### src/rtl/fifo_pkg.sv
// Shared definitions for the FIFO read-side stream adapter: widths, buffer
// occupancy encoding and the read-permission helper.
package fifo_pkg;

  localparam int DATA_WIDTH_DEF = 8;
  localparam int WORD_CNT_W     = 16;

  localparam logic [1:0] OCC_EMPTY = 2'd0;
  localparam logic [1:0] OCC_ONE   = 2'd1;
  localparam logic [1:0] OCC_TWO   = 2'd2;

  typedef enum logic [1:0] {
    ST_EMPTY = OCC_EMPTY,
    ST_ONE   = OCC_ONE,
    ST_TWO   = OCC_TWO
  } occ_e;

  // Words that will occupy the buffer after this cycle must stay below two,
  // otherwise a newly issued read would have nowhere to land.
  function automatic logic read_room(input logic [1:0] occ,
                                     input logic       inflight,
                                     input logic       fire);
    logic [2:0] w_pending;
    w_pending = {1'b0, occ} + {2'b00, inflight} - {2'b00, fire};
    return (w_pending < 3'd2);
  endfunction

endpackage

### src/rtl/stream_skid_buf.sv
// Two-entry head/tail buffer that re-presents captured FIFO words as a
// valid/ready stream; its state is the buffer occupancy.
module stream_skid_buf
  import fifo_pkg::*;
#(
  parameter int DATA_WIDTH = DATA_WIDTH_DEF
) (
  input  logic                  clk,
  input  logic                  rst,
  input  logic                  i_push,
  input  logic [DATA_WIDTH-1:0] i_data,
  input  logic                  i_ready,
  output logic                  o_valid,
  output logic [DATA_WIDTH-1:0] o_data,
  output logic                  o_fire,
  output logic [1:0]            o_occ
);

  // Handshake: a word transfers on a cycle where o_valid && i_ready; while
  // o_valid is high and i_ready low, o_data holds its value.
  occ_e                  r_state;
  occ_e                  w_next;
  logic [DATA_WIDTH-1:0] r_head;
  logic [DATA_WIDTH-1:0] r_tail;
  logic                  w_fire;
  logic                  w_head_we;
  logic                  w_head_from_tail;
  logic                  w_tail_we;

  assign o_valid = (r_state != ST_EMPTY);
  assign w_fire  = o_valid && i_ready;
  assign o_fire  = w_fire;
  assign o_data  = r_head;
  assign o_occ   = r_state;

  always_comb begin
    w_next           = r_state;
    w_head_we        = 1'b0;
    w_head_from_tail = 1'b0;
    w_tail_we        = 1'b0;
    case (r_state)
      ST_EMPTY: begin
        if (i_push) begin
          w_next    = ST_ONE;
          w_head_we = 1'b1;
        end
      end
      ST_ONE: begin
        case ({i_push, w_fire})
          2'b11: w_head_we = 1'b1;
          2'b10: begin
            w_tail_we = 1'b1;
            w_next    = ST_TWO;
          end
          2'b01: w_next = ST_EMPTY;
          default: w_next = ST_ONE;
        endcase
      end
      ST_TWO: begin
        // The tail always advances into the head on a pop; an arrival in the
        // same cycle refills the tail behind it.
        if (w_fire) begin
          w_head_we        = 1'b1;
          w_head_from_tail = 1'b1;
          if (i_push) w_tail_we = 1'b1;
          else        w_next    = ST_ONE;
        end
      end
      default: w_next = ST_EMPTY;
    endcase
  end

  always_ff @(posedge clk) begin
    if (rst) begin
      r_state <= ST_EMPTY;
      r_head  <= '0;
      r_tail  <= '0;
    end else begin
      r_state <= w_next;
      if (w_head_we) r_head <= w_head_from_tail ? r_tail : i_data;
      if (w_tail_we) r_tail <= i_data;
    end
  end

  a_no_overflow: assert property (@(posedge clk) disable iff (rst)
    !(r_state == ST_TWO && i_push && !w_fire));

endmodule

### src/rtl/fifo_stream_reader.sv
// Read-side adapter for fifo_sync: issues reads, absorbs the one-cycle read
// latency and streams words out. Optional word counter: FIFO_READER_WORD_CNT_EN.
module fifo_stream_reader
  import fifo_pkg::*;
#(
  parameter int DATA_WIDTH = DATA_WIDTH_DEF
) (
  input  logic                  clk,
  input  logic                  rst,
  input  logic                  fifo_empty,
  output logic                  fifo_rd_en,
  input  logic [DATA_WIDTH-1:0] fifo_rd_data,
  output logic                  m_valid,
  input  logic                  m_ready,
  output logic [DATA_WIDTH-1:0] m_data,
  output logic                  idle,
`ifdef FIFO_READER_WORD_CNT_EN
  output logic [WORD_CNT_W-1:0] word_cnt,
`endif
  output logic [1:0]            dbg_occ,
  output logic                  dbg_inflight
);

  logic       r_inflight;
  logic       w_fire;
  logic [1:0] w_occ;

  stream_skid_buf #(
    .DATA_WIDTH (DATA_WIDTH)
  ) u_buf (
    .clk     (clk),
    .rst     (rst),
    .i_push  (r_inflight),
    .i_data  (fifo_rd_data),
    .i_ready (m_ready),
    .o_valid (m_valid),
    .o_data  (m_data),
    .o_fire  (w_fire),
    .o_occ   (w_occ)
  );

  // A pop this cycle frees a slot, so reads keep flowing at one per cycle.
  assign fifo_rd_en = !rst && !fifo_empty && read_room(w_occ, r_inflight, w_fire);

  always_ff @(posedge clk) begin
    if (rst) r_inflight <= 1'b0;
    else     r_inflight <= fifo_rd_en;
  end

  assign idle         = (w_occ == OCC_EMPTY) && !r_inflight && fifo_empty;
  assign dbg_occ      = w_occ;
  assign dbg_inflight = r_inflight;

`ifdef FIFO_READER_WORD_CNT_EN
  logic [WORD_CNT_W-1:0] r_word_cnt;

  always_ff @(posedge clk) begin
    if (rst)         r_word_cnt <= '0;
    else if (w_fire) r_word_cnt <= r_word_cnt + 1'b1;
  end

  assign word_cnt = r_word_cnt;
`endif

endmodule
### config.mk
export PLATFORM = sky130hd
export DESIGN_NAME = fifo_stream_reader
export DESIGN_NICKNAME = d
export VERILOG_FILES = /design/src/rtl/fifo_pkg.sv /design/src/rtl/stream_skid_buf.sv /design/src/rtl/fifo_stream_reader.sv
export SDC_FILE = /design/constraint.sdc
export NUM_CORES = 1
export LEC_CHECK = 0
export CAP_MARGIN = 0
export CORE_AREA = 2 2 51 53
export CTS_CLUSTER_SIZE = 28
export DETAILED_ROUTE_END_ITERATION = 8
export DIE_AREA = 0 0 53 55
export PLACE_DENSITY = 0.84
export SYNTH_ARGS = -nofsm -noshare
export SYNTH_HDL_FRONTEND = slang
export SYNTH_SLANG_ARGS = --single-unit
### constraint.sdc
create_clock -name clk -period 4.3 [get_ports clk]
set_clock_uncertainty 0.15 [all_clocks]
set_input_delay 1.075 -clock clk [delete_from_list [all_inputs] [get_ports clk]]
set_output_delay 1.075 -clock clk [all_outputs]
set_load 0.02 [all_outputs]
Word-level counts from Yosys, hierarchy flattened
Index checks and enable logic that the tools add are counted.
{"block": "totals", "wordCells": 41, "output_inout_bits": 14, "reg_bits": 19}
{"block": "classes", "muxes": 14, "n_lt_le_gt_ge": 1, "reduce_logical": 11, "add_sub_neg": 2, "eq_ne": 9}
{"operator": "case mux 2 bit (3 select lines)", "count": 2}
{"operator": "2-to-1 mux 8 bit", "count": 1}
{"operator": "== test 2 bit, second input constant", "count": 3}
{"operator": "2-to-1 mux 1 bit", "count": 6}
{"operator": "2-to-1 mux 2 bit", "count": 3}
{"operator": "inequality test 2 bit, second input constant", "count": 3}
{"operator": "logical AND 1 bit", "count": 5}
{"operator": "== test 2 x 1 -> 1 bit, second input constant", "count": 2}
{"operator": "AND reduction 4 bit", "count": 1}
{"operator": "adder 2 x 1 -> 3 bit", "count": 1}
{"operator": "logical NOT 1 bit", "count": 3}
{"operator": "< comparator 3 x 2 -> 1 bit, second input constant", "count": 1}
{"operator": "case mux 1 bit (3 select lines)", "count": 1}
{"operator": "subtractor 3 x 1 -> 3 bit", "count": 1}
{"operator": "logical NOT 2 bit", "count": 1}
{"operator": "inequality test 2 x 1 -> 1 bit, second input constant", "count": 1}
{"operator": "case mux 1 bit (2 select lines)", "count": 1}
{"operator": "nonzero test 2 bit", "count": 1}

Longest topological paths before layout
Gate-level depths: netlist (run 1).
{"block": "logic_depth", "ltp_word": 5, "ltp_mapped": 10, "mapped_depth_nobuf": 8}

Modules after synthesis
From an unflattened synthesis (run 1), not the netlist that was laid out.
{"block": "hier_totals", "hier_cells": 112, "area_unflattened_um2": 1109.8}
{"module": "stream_skid_buf", "area_per_inst_um2": 1012.2, "cells_per_inst": 103, "seq_area_each_um2": 360.3, "n_inst": 1}
{"module": "fifo_stream_reader", "area_per_inst_um2": 97.6, "cells_per_inst": 9, "seq_area_each_um2": 20.0, "n_inst": 1}

Worst setup path before layout (run 1)
Ideal clock, no wire load.
{"block": "synth_path", "kind": "register to output", "start": "register u_buf.r_state[1], in the netlist u_buf.o_occ[1]", "end": "output port fifo_rd_en", "path_stages_with_launch": 10, "n_path_buf": 1, "required_time_ns": 3.075, "t_arrival_ns": 2.743, "path_slack_ns": 0.332, "path_cell_list": "dfxtp_1 -> inv_1 -> ha_1 -> buf_4 -> nand2b_1 -> nor2_1 -> o21ai_0 -> fa_1 -> xor2_1 -> nor4b_1"}
{"block": "synth_via", "elab_chain_len": 5, "word_cells_on_any_way": 6, "classes_between": "2 x add/sub; 1 x order compare; 3 x reduce/logical"}
{"item": "start: declaration", "line": "stream_skid_buf.sv:21", "rtl": "occ_e r_state;"}
{"item": "start signal: assignment", "line": "stream_skid_buf.sv:79", "rtl": "r_state <= w_next;"}
{"item": "parallel branches: the longest is 2 deep, another holds adder 2 x 1 -> 3 bit"}
{"item": "subtractor 3 x 1 -> 3 bit (*)", "line": "fifo_pkg.sv:24", "rtl": "w_pending = {1'b0, occ} + {2'b00, inflight} - {2'b00, fire};"}
{"item": "< comparator 3 x 2 -> 1 bit (*)", "line": "fifo_pkg.sv:25", "rtl": "return (w_pending < 3'd2);"}
{"item": "logical AND 1 bit (*)", "line": "fifo_stream_reader.sv:43", "rtl": "assign fifo_rd_en = !rst && !fifo_empty && read_room(w_occ, r_inflight, w_fire);"}
{"item": "end: declaration", "line": "fifo_stream_reader.sv:11", "rtl": "output logic fifo_rd_en,"}
Mark *: on every way between the ends.

Worst setup path in the final report (run 1)
{"block": "layout_path", "start": "input port m_ready", "end": "output port fifo_rd_en"}
{"block": "layout_via", "elab_chain_len": 4}
{"item": "start: declaration", "line": "fifo_stream_reader.sv:14", "rtl": "input logic m_ready,"}
{"item": "logical AND 1 bit", "line": "stream_skid_buf.sv:31", "rtl": "assign w_fire = o_valid && i_ready;"}
{"item": "subtractor 3 x 1 -> 3 bit", "line": "fifo_pkg.sv:24"}
{"item": "< comparator 3 x 2 -> 1 bit", "line": "fifo_pkg.sv:25"}
{"item": "logical AND 1 bit", "line": "fifo_stream_reader.sv:43"}
No other way between the ends.

==> impl_summary.log, run 1 <==
INFO  metric power_per_cell_area = 438 nW/um^2
INFO  metric switching_power_as_a_share_of_total_power = 0.399
INFO  metric dp_hpwl = 2050 um
INFO  metric ff_to_ff_end = u_buf.r_tail[0]$_SDFFE_PP0P_
INFO  metric grt_remaining_overflow = 0
INFO  metric asyncSetResetFlopFracSynth = 0
INFO  metric clk_pin_slew_worst_paths = 0.12 ns
INFO  metric worst_slew_pin_slew = 0.690 ns
INFO  metric fmax = 0.244 GHz
INFO  metric ys.warnings.count = 0
INFO  metric yosys-top-cells-area = dfxtp_1, o221a_2, ha_1, nand3_1, nor3b_1
INFO  metric maxCapViolCount = 0
INFO  metric mappedNetlistNets = 161
INFO  metric power_frac_clock = 0.144
INFO  metric wl_per_cell = 14.3 um
INFO  metric crit_path_end_kind = primary output
INFO  metric yosys.area.top_type = dfxtp_1
INFO  metric post_synthesis_to_final_layout_area_growth = 24.5%
INFO  metric n_antenna_cell = 0
INFO  metric timing_hold_violations_final = 0
INFO  metric layout.cells.non_filler = 196
INFO  metric initialDrtViolationCount = 23
INFO  metric synth-seq-area-share = 0.313
INFO  metric clock_tree.root_cell = clkbuf_4
INFO  metric io_buffer_count = 25
INFO  metric grt_use_total = 0.217
INFO  metric die_h = 55 um
INFO  metric synth_largest_type_area_fraction = 0.313
INFO  metric timing.max_slew.rel_slack = 0.540
INFO  metric outcome = finished, final reports clean
INFO  metric via_total_after_detailed_routing = 1135
INFO  metric cts_made_buffers = 3
INFO  metric holdCritStartpoint = u_buf.o_data[0]$_SDFFE_PP0P_
INFO  metric antenna_violating_nets_post_route = 0
INFO  metric postLayoutSetupSlackWorst = 0.196 ns
INFO  metric clock_insertion_delay_worst_skew = 0.30 ns
INFO  metric critical_path_peak_fanout = 2
INFO  metric r2r-start = u_buf.o_occ[0]$_SDFFE_PP0P_
INFO  metric finalSetupViolCount = 0
INFO  metric unique_cell_type_count_in_the_yosys_netlist = 35
INFO  metric initial_antenna_violation_count = 0
INFO  metric setup_repair_after_global_routing_missed_its_margin = false
INFO  metric die_x = 53 um
INFO  metric worst_ir_drop_vdd = 370 uV
INFO  metric synthesis.instances = 142
INFO  metric place_inst = 192
INFO  metric initial_core_util = 0.513
INFO  metric routability_congestion_estimate = 0.785
INFO  metric placementRows = 18
INFO  metric synth_area = 1210 um^2
INFO  metric timing.critical_path.arrival = 2.88 ns
INFO  metric first_global_vias = 1038
INFO  metric worst_ep_required_time = 3.07 ns
INFO  metric drc = 0
INFO  metric postSynthRegisterBits = 19
INFO  metric seq_power_share = 0.358
INFO  metric clock_tree.htree_level_count = 1
INFO  metric vias_per_cell = 5.79
INFO  metric ctsHoldBuffers = 0
INFO  metric wire_length_of_the_first_global_routing_pass = 4710 um
INFO  metric regToRegSetupSlack = 1.84 ns
INFO  metric cellLeakagePower = 0.000589 uW
INFO  metric cts-root-to-sink-buffers = 2
INFO  metric synth_enable_flop_cells = 0
INFO  metric min_period = 4.10 ns
INFO  metric final.period_utilization = 0.954
INFO  metric clkSinkCount = 19
INFO  metric area_of_the_die = 2920 um^2
INFO  metric i_o_pin_count = 26
INFO  metric cts_tree = done
INFO  metric share_comb_of_total_power = 0.498
INFO  metric post_synth_top_flop = dfxtp_1
INFO  metric final_layout_size_suffix_gt1_frac = 0.127
INFO  metric synth_most_common_cell = dfxtp_1
INFO  metric final_layout_net_count = 186
INFO  metric grt_start_max_net_pins = 38
INFO  metric critPathLaunchType = input pin
INFO  metric net_load_switching_power = 264 uW
INFO  metric internal_power = 398 uW
INFO  metric avgSynthCellArea = 8.55 um^2
INFO  metric ff2ff_path_depth = 8
INFO  metric crit_startpoint = m_ready
INFO  metric criticalPathCategory = in -> out
INFO  metric min_path_cells = 1
INFO  metric worst_hold_path_type = reg -> reg
INFO  metric drt_pass1_iterations = 4
INFO  metric postRouteWirelength = 2810 um
INFO  metric post_synth_most_frequent_cells = dfxtp_1, nand3_1, inv_1
INFO  metric final_max_slew_viol_count = 0
INFO  metric postCtsSetupBuffers = 0
INFO  metric min_to = u_buf.o_data[0]$_SDFFE_PP0P_
INFO  metric dpl_worst_slack = -0.246 ns
INFO  metric core = 2360 um^2
[what timing repair did]
| item | CTS | global route |
|---|---|---|
| endpoints found under the setup margin | 1 | 1 |
| gates cloned | 0 | 0 |
| gates resized for setup | 1 | 4 |
| endpoints found under the hold margin | 0 | 0 |
[through the flow]
step                setup TNS (ns)  area (um^2)  power (uW)   util  hold WS, ns
floorplan                        0         1210         452      -        0.351
global placement            -0.222         1490         558  0.630        0.359
detailed placement          -0.246         1490         570  0.630        0.362
CTS                              0         1520         663  0.641        0.398
global route                     0         1510         703  0.639        0.409
finish                           0         1510         662  0.639        0.399
[worst max-delay path by stage]
stage / end / slack, ns
after floorplan: fifo_rd_en / 0.33
after global placement: fifo_rd_en / -0.22
after detailed placement: fifo_rd_en / -0.25
after CTS: fifo_rd_en / 0.02
after global routing: fifo_rd_en / 0.008
final: fifo_rd_en / 0.20
[power by group through the flow]
stage               combinational, uW  clock (uW)  sequential [uW]
CTS                               332        94.5              237
global route                      359         102              243
global placement                  320           0              238
detailed placement                330           0              240
finish                            330        95.1              237
floorplan                         185           0              268
[cell families after synthesis]
| family | share of synthesized area |
|---|---|
| muxes | 0.0175 |
| buffers and inverters | 0.0907 |
| and+or+nand+nor | 0.306 |
| AOI/OAI and AO/OA | 0.187 |
| adders and majority gates | 0.0783 |
| xor gates and xnor gates | 0.00722 |
| DFF | 0.313 |
[registers in the layout (all words and copies together) (netlist names)]
register,flops
dbg_inflight,1
u_buf.o_data,8
u_buf.o_occ,2
u_buf.r_tail,8
[critical path: stages]
cell and delay (ns):
clkdlybuf4s50_1 0.49, nand2b_1 0.08, nor2_1 0.12, o21ai_0 0.13
fa_1 0.39, xor2_1 0.16, nor4b_1 0.23, buf_2 0.21
[layer usage]
| layer | track usage | vias up | share of wire |
|---|---|---|---|
| met4 | 0.0726 | 0 | 0.014 |
| li1 | - | 571 | - |
| met2 | 0.331 | 25 | 0.47 |
| met1 | 0.314 | 532 | 0.49 |
| met5 | 0 | - | 0 |
| met3 | 0.0323 | 7 | 0.032 |
[cell type report]
class                      count  area, um^2
clock buffer                   3        22.5
clock inverter                 1        5.00
fill                         211         853
inverter                      12        45.0
multi-input combinational     99         723
sequential                    19         380
tap                           30        37.5
timing repair buffer          32         298
[layout by cell type (no fill, tap or decap), types with 2 or more instances in the layout]
master           instances
nor2_1                   3
dfxtp_1                 19
or4_1                    7
a21o_1                   2
o221a_2                  8
buf_4                    7
inv_1                   12
clkdlybuf4s50_1         24
ha_1                     6
clkbuf_4                 3
nand2b_1                 6
nor2b_1                  9
nand3_1                 15
a21oi_1                  9
nor4b_1                  2
a31oi_1                  8
nor3b_1                  8
(Power assumes the default switching activity.)
==> inputs of run 2 (changes only) <==
--- a/config.mk
+++ b/config.mk
@@ -5,6 +5,7 @@
 export SDC_FILE = /design/constraint.sdc
 export NUM_CORES = 1
 export LEC_CHECK = 0
+export ABC_AREA = 1
 export CAP_MARGIN = 0
 export CORE_AREA = 2 2 51 53
 export CTS_CLUSTER_SIZE = 28
==> run 2 against run 1 <==
- fmax grew 0.54%
- via count grew 4.3%
- core utilization shrank 0.90 points
- clock power shrank 2.3%
- critical path depth grew 2
- global-route usage shrank 1.6 points
- clock-buffer cell count is the same
- wire length shrank 8.2%
- register-to-register slack gained 0.05 ns
- worst setup slack gained 0.022 ns
- sequential cell count is the same
- cell count grew 16%
- critical path type unchanged
==> impl_summary.log, run 2 <==
INFO  metric timing_hold_violations_final = 0 (unchanged)
INFO  metric final_max_slew_viol_count = 0 (unchanged)
INFO  metric fillers = 233 (was 211)
INFO  metric power_frac_clock = 0.113 (was 0.144)
INFO  metric worst_hold_path_type = reg -> reg (unchanged)
INFO  metric path_buf_inv = 4 (was 2)
INFO  metric die_x = 53 um (unchanged)
INFO  metric timing.max_slew.rel_slack = 0.670 (was 0.540)
INFO  metric crit_path_end_kind = primary output (unchanged)
INFO  metric final_layout_net_count = 218 (was 186)
INFO  metric n_antenna_cell = 0 (unchanged)
INFO  metric fmax = 0.245 GHz (was 0.244 GHz)
INFO  metric dp_hpwl = 1910 um (was 2050 um)
INFO  metric yosys.area.top_type = dfxtp_1 (unchanged)
INFO  metric cp_slowest_stage_delay = 0.50 ns (was 0.49 ns)
INFO  metric avgSynthCellArea = 7.07 um^2 (was 8.55 um^2)
INFO  metric most_frequent_cells_in_the_layout = nand2_1, nor2_1, clkdlybuf4s50_1, dfxtp_1, inv_1 (was clkdlybuf4s50_1, dfxtp_1, nand3_1, inv_1)
INFO  metric final.period_utilization = 0.949 (was 0.954)
INFO  metric grt_use_total = 0.201 (was 0.217)
INFO  metric worst_ep_required_time = 3.07 ns (about the same)
INFO  metric via_total_after_detailed_routing = 1184 (was 1135)
INFO  metric i_o_pin_count = 26 (unchanged)
INFO  metric first_global_vias = 1058 (was 1038)
INFO  metric drt_pass1_iterations = 4 (unchanged)
INFO  metric worst_slew_pin_slew = 0.496 ns (was 0.690 ns)
INFO  metric critical_path_peak_fanout = 2 (unchanged)
INFO  metric synth_largest_type_area_fraction = 0.311 (was 0.313)
INFO  metric cts-root-to-sink-buffers = 2 (unchanged)
INFO  metric critPathLaunchType = input pin (unchanged)
INFO  metric cts_made_buffers = 3 (unchanged)
INFO  metric seq_power_share = 0.309 (was 0.358)
INFO  metric finalSetupViolCount = 0 (unchanged)
INFO  metric criticalPathCategory = in -> out (unchanged)
INFO  metric drc = 0 (unchanged)
INFO  metric antenna_violating_nets_post_route = 0 (unchanged)
INFO  metric initial_antenna_violation_count = 0 (unchanged)
INFO  metric setup_repair_after_global_routing_missed_its_margin = false (unchanged)
INFO  metric post_synth_most_frequent_cells = nand2_1, nor2_1, dfxtp_1 (was dfxtp_1, nand3_1, inv_1)
INFO  metric synthesis.instances = 173 (was 142)
INFO  metric critical-path-top-cell-by-count = nor2_1
INFO  metric postRouteWirelength = 2580 um (was 2810 um)
INFO  metric switching_power_as_a_share_of_total_power = 0.455 (was 0.399)
INFO  metric grt_remaining_overflow = 0 (unchanged)
INFO  metric net_load_switching_power = 373 uW (was 264 uW)
INFO  metric area_of_the_die = 2920 um^2 (unchanged)
INFO  metric io_buffer_count = 25 (unchanged)
INFO  metric ctsHoldBuffers = 0 (unchanged)
INFO  metric asyncSetResetFlopFracSynth = 0 (unchanged)
INFO  metric internal_power = 447 uW (was 398 uW)
INFO  metric synth-seq-area-share = 0.311 (was 0.313)
INFO  metric timing.critical_path.arrival = 2.86 ns (was 2.88 ns)
INFO  metric crit_slowest_cell = clkdlybuf4s50_1 (unchanged)
INFO  metric clock_insertion_delay_worst_skew = 0.30 ns (about the same)
INFO  metric post_synth_top_flop = dfxtp_1 (unchanged)
INFO  metric synth_enable_flop_cells = 0 (unchanged)
INFO  metric clk_pin_slew_worst_paths = 0.11 ns (was 0.12 ns)
INFO  metric clock_tree.htree_level_count = 1 (unchanged)
INFO  metric initialDrtViolationCount = 16 (was 23)
INFO  metric mappedNetlistNets = 192 (was 161)
INFO  metric postCtsSetupBuffers = 0 (unchanged)
INFO  metric synth_area = 1220 um^2 (was 1210 um^2)
INFO  metric routability_congestion_estimate = 0.812 (was 0.785)
INFO  metric cts_tree = done (unchanged)
INFO  metric cellLeakagePower = 0.000695 uW (was 0.000589 uW)
INFO  metric grt_start_max_net_pins = 19 (was 38)
INFO  metric synth_most_common_cell = nand2_1 (was dfxtp_1)
INFO  metric timing.hold.ws = 0.345 ns (was 0.399 ns)
INFO  metric core = 2360 um^2 (unchanged)
INFO  metric die_h = 55 um (unchanged)
INFO  metric timing.critical_path.max_delay_family = buffers and inverters (unchanged)
INFO  metric maxCapViolCount = 0 (unchanged)
INFO  metric post_synthesis_to_final_layout_area_growth = 21.9% (was 24.5%)
INFO  metric ys.warnings.count = 0 (unchanged)
INFO  metric share_comb_of_total_power = 0.578 (was 0.498)
INFO  metric unique_cell_type_count_in_the_yosys_netlist = 26 (was 35)
INFO  metric min_period = 4.08 ns (was 4.10 ns)
INFO  metric vias_per_cell = 5.19 (was 5.79)
INFO  metric clock_tree.root_cell = clkbuf_4 (unchanged)
INFO  metric yosys-top-cells-area = dfxtp_1, nand2_1, nor2_1, a21oi_1, ha_1 (was dfxtp_1, o221a_2, ha_1, nand3_1, nor3b_1)
INFO  metric initial_core_util = 0.517 (was 0.513)
INFO  metric outcome = finished, final reports clean (unchanged)
INFO  metric postSynthRegisterBits = 19 (unchanged)
INFO  metric wl_per_cell = 11.3 um (was 14.3 um)
INFO  metric finalCoreUtilization = 0.630 (was 0.639)
INFO  metric worst_ir_drop_vdd = 394 uV (was 370 uV)
INFO  metric wire_length_of_the_first_global_routing_pass = 4350 um (was 4710 um)
INFO  metric placementRows = 18 (unchanged)
INFO  metric power_per_cell_area = 551 nW/um^2 (was 438 nW/um^2)
INFO  metric mostFrequentLayoutCell = nand2_1 (was clkdlybuf4s50_1)
INFO  metric worstPathCellList = clkdlybuf4s50_1, buf_4, inv_1, nor2_1, nor2_1, o21ai_0, fa_1, nand3_1, nor2_1, clkbuf_2 (was clkdlybuf4s50_1, nand2b_1, nor2_1, o21ai_0, fa_1, xor2_1, nor4b_1, buf_2)
INFO  metric clkSinkCount = 19 (unchanged)
INFO  metric final_layout_size_suffix_gt1_frac = 0.0909 (was 0.127)
-- run 2: changes by cell type after synthesis, moves of 7 or more --
| cell | before | now |
|---|---|---|
| nand4_1 | 0 | 10 |
| or4_1 | 7 | 0 |
| nand2_1 | 1 | 42 |
| nor3b_1 | 8 | 0 |
| a31oi_1 | 8 | 0 |
| nor2b_1 | 9 | 0 |
| nand3b_1 | 0 | 8 |
| o221a_2 | 8 | 0 |
| nor2_1 | 3 | 25 |
-- run 2: logic make-up after synthesis --
kind of cell | Yosys count | synth area share
xor+xnor | 1 | 0.00717
compound gates | 18 | 0.0798
simple gates | 101 | 0.403
buf+inv | 27 | 0.121
fa+ha+maj | 7 | 0.0778
flops | 19 | 0.311
-- run 2: power groups by stage --
stage | Combinational [uW] | Clock, uW | Sequential [uW]
after detailed placement | 476 | 0 | 258
after floorplan | 301 | 0 | 302
after global placement | 469 | 0 | 255
after global routing | 525 | 103 | 260
after CTS | 476 | 95.3 | 254
final | 475 | 92.9 | 253
-- run 2: worst paths after layout --
check | startpoint | endpoint | slack, ns | cells after the start
min | u_buf.o_data[6]$_SDFFE_PP0P_ | u_buf.o_data[6]$_SDFFE_PP0P_ | 0.35 | 2
max | m_ready | fifo_rd_en | 0.22 | 10
max reg2reg | u_buf.o_occ[0]$_SDFFE_PP0P_ | dbg_inflight$_SDFF_PP0_ | 1.89 | 9
min reg2reg | u_buf.o_data[6]$_SDFFE_PP0P_ | u_buf.o_data[6]$_SDFFE_PP0P_ | 0.35 | 2
-- run 2: worst reg2reg max path: cells and delay by family, from the launching register on --
family                     cells  cell delay, ns
buffers and inverters          2            0.35
adders and majority gates      2            0.77
DFF                            1            0.45
and+or+nand+nor                4            0.50
AOI/OAI and AO/OA              1            0.13
-- run 2: layer usage --
| layer | GRT usage | share of wire | wire (um) | vias up |
|---|---|---|---|---|
| li1 | - | - | - | 611 |
| met1 | 0.243 | 0.45 | 1150 | 540 |
| met4 | 0.0556 | 0.0085 | 22 | 0 |
| met3 | 0.0323 | 0.056 | 144 | 2 |
| met2 | 0.369 | 0.49 | 1260 | 31 |
| met5 | 0 | 0 | 0 | - |
-- run 2: what timing repair did --
item,CTS,global route
gates resized for setup,1,2
endpoints found under the setup margin,1,1
endpoints found under the hold margin,0,0
pin swaps,0,0
-- run 2: final cells by class --
class / instances / area [um^2] / share of cell area
clock buffer: 3 / 22.5 / 0.0151
clock inverter: 1 / 5.00 / 0.00336
inverter: 18 / 67.6 / 0.0453
multi-input combinational: 127 / 694 / 0.466
sequential: 19 / 380 / 0.255
tap: 30 / 37.5 / 0.0252
timing repair buffer: 30 / 283 / 0.190
-- run 2: metrics by stage --
| step | cell area, um^2 | setup slack [ns] | TNS (ns) | total power (uW) | instances |
|---|---|---|---|---|---|
| floorplan | 1220 | 0.609 | 0 | 603 | 173 |
| global placement | 1470 | -0.150 | -0.150 | 723 | 224 |
| detailed placement | 1470 | -0.195 | -0.195 | 735 | 224 |
| CTS | 1490 | 0.0759 | 0 | 825 | 228 |
| global route | 1490 | 0.0445 | 0 | 888 | 228 |
| finish | 1490 | 0.218 | 0 | 821 | 228 |
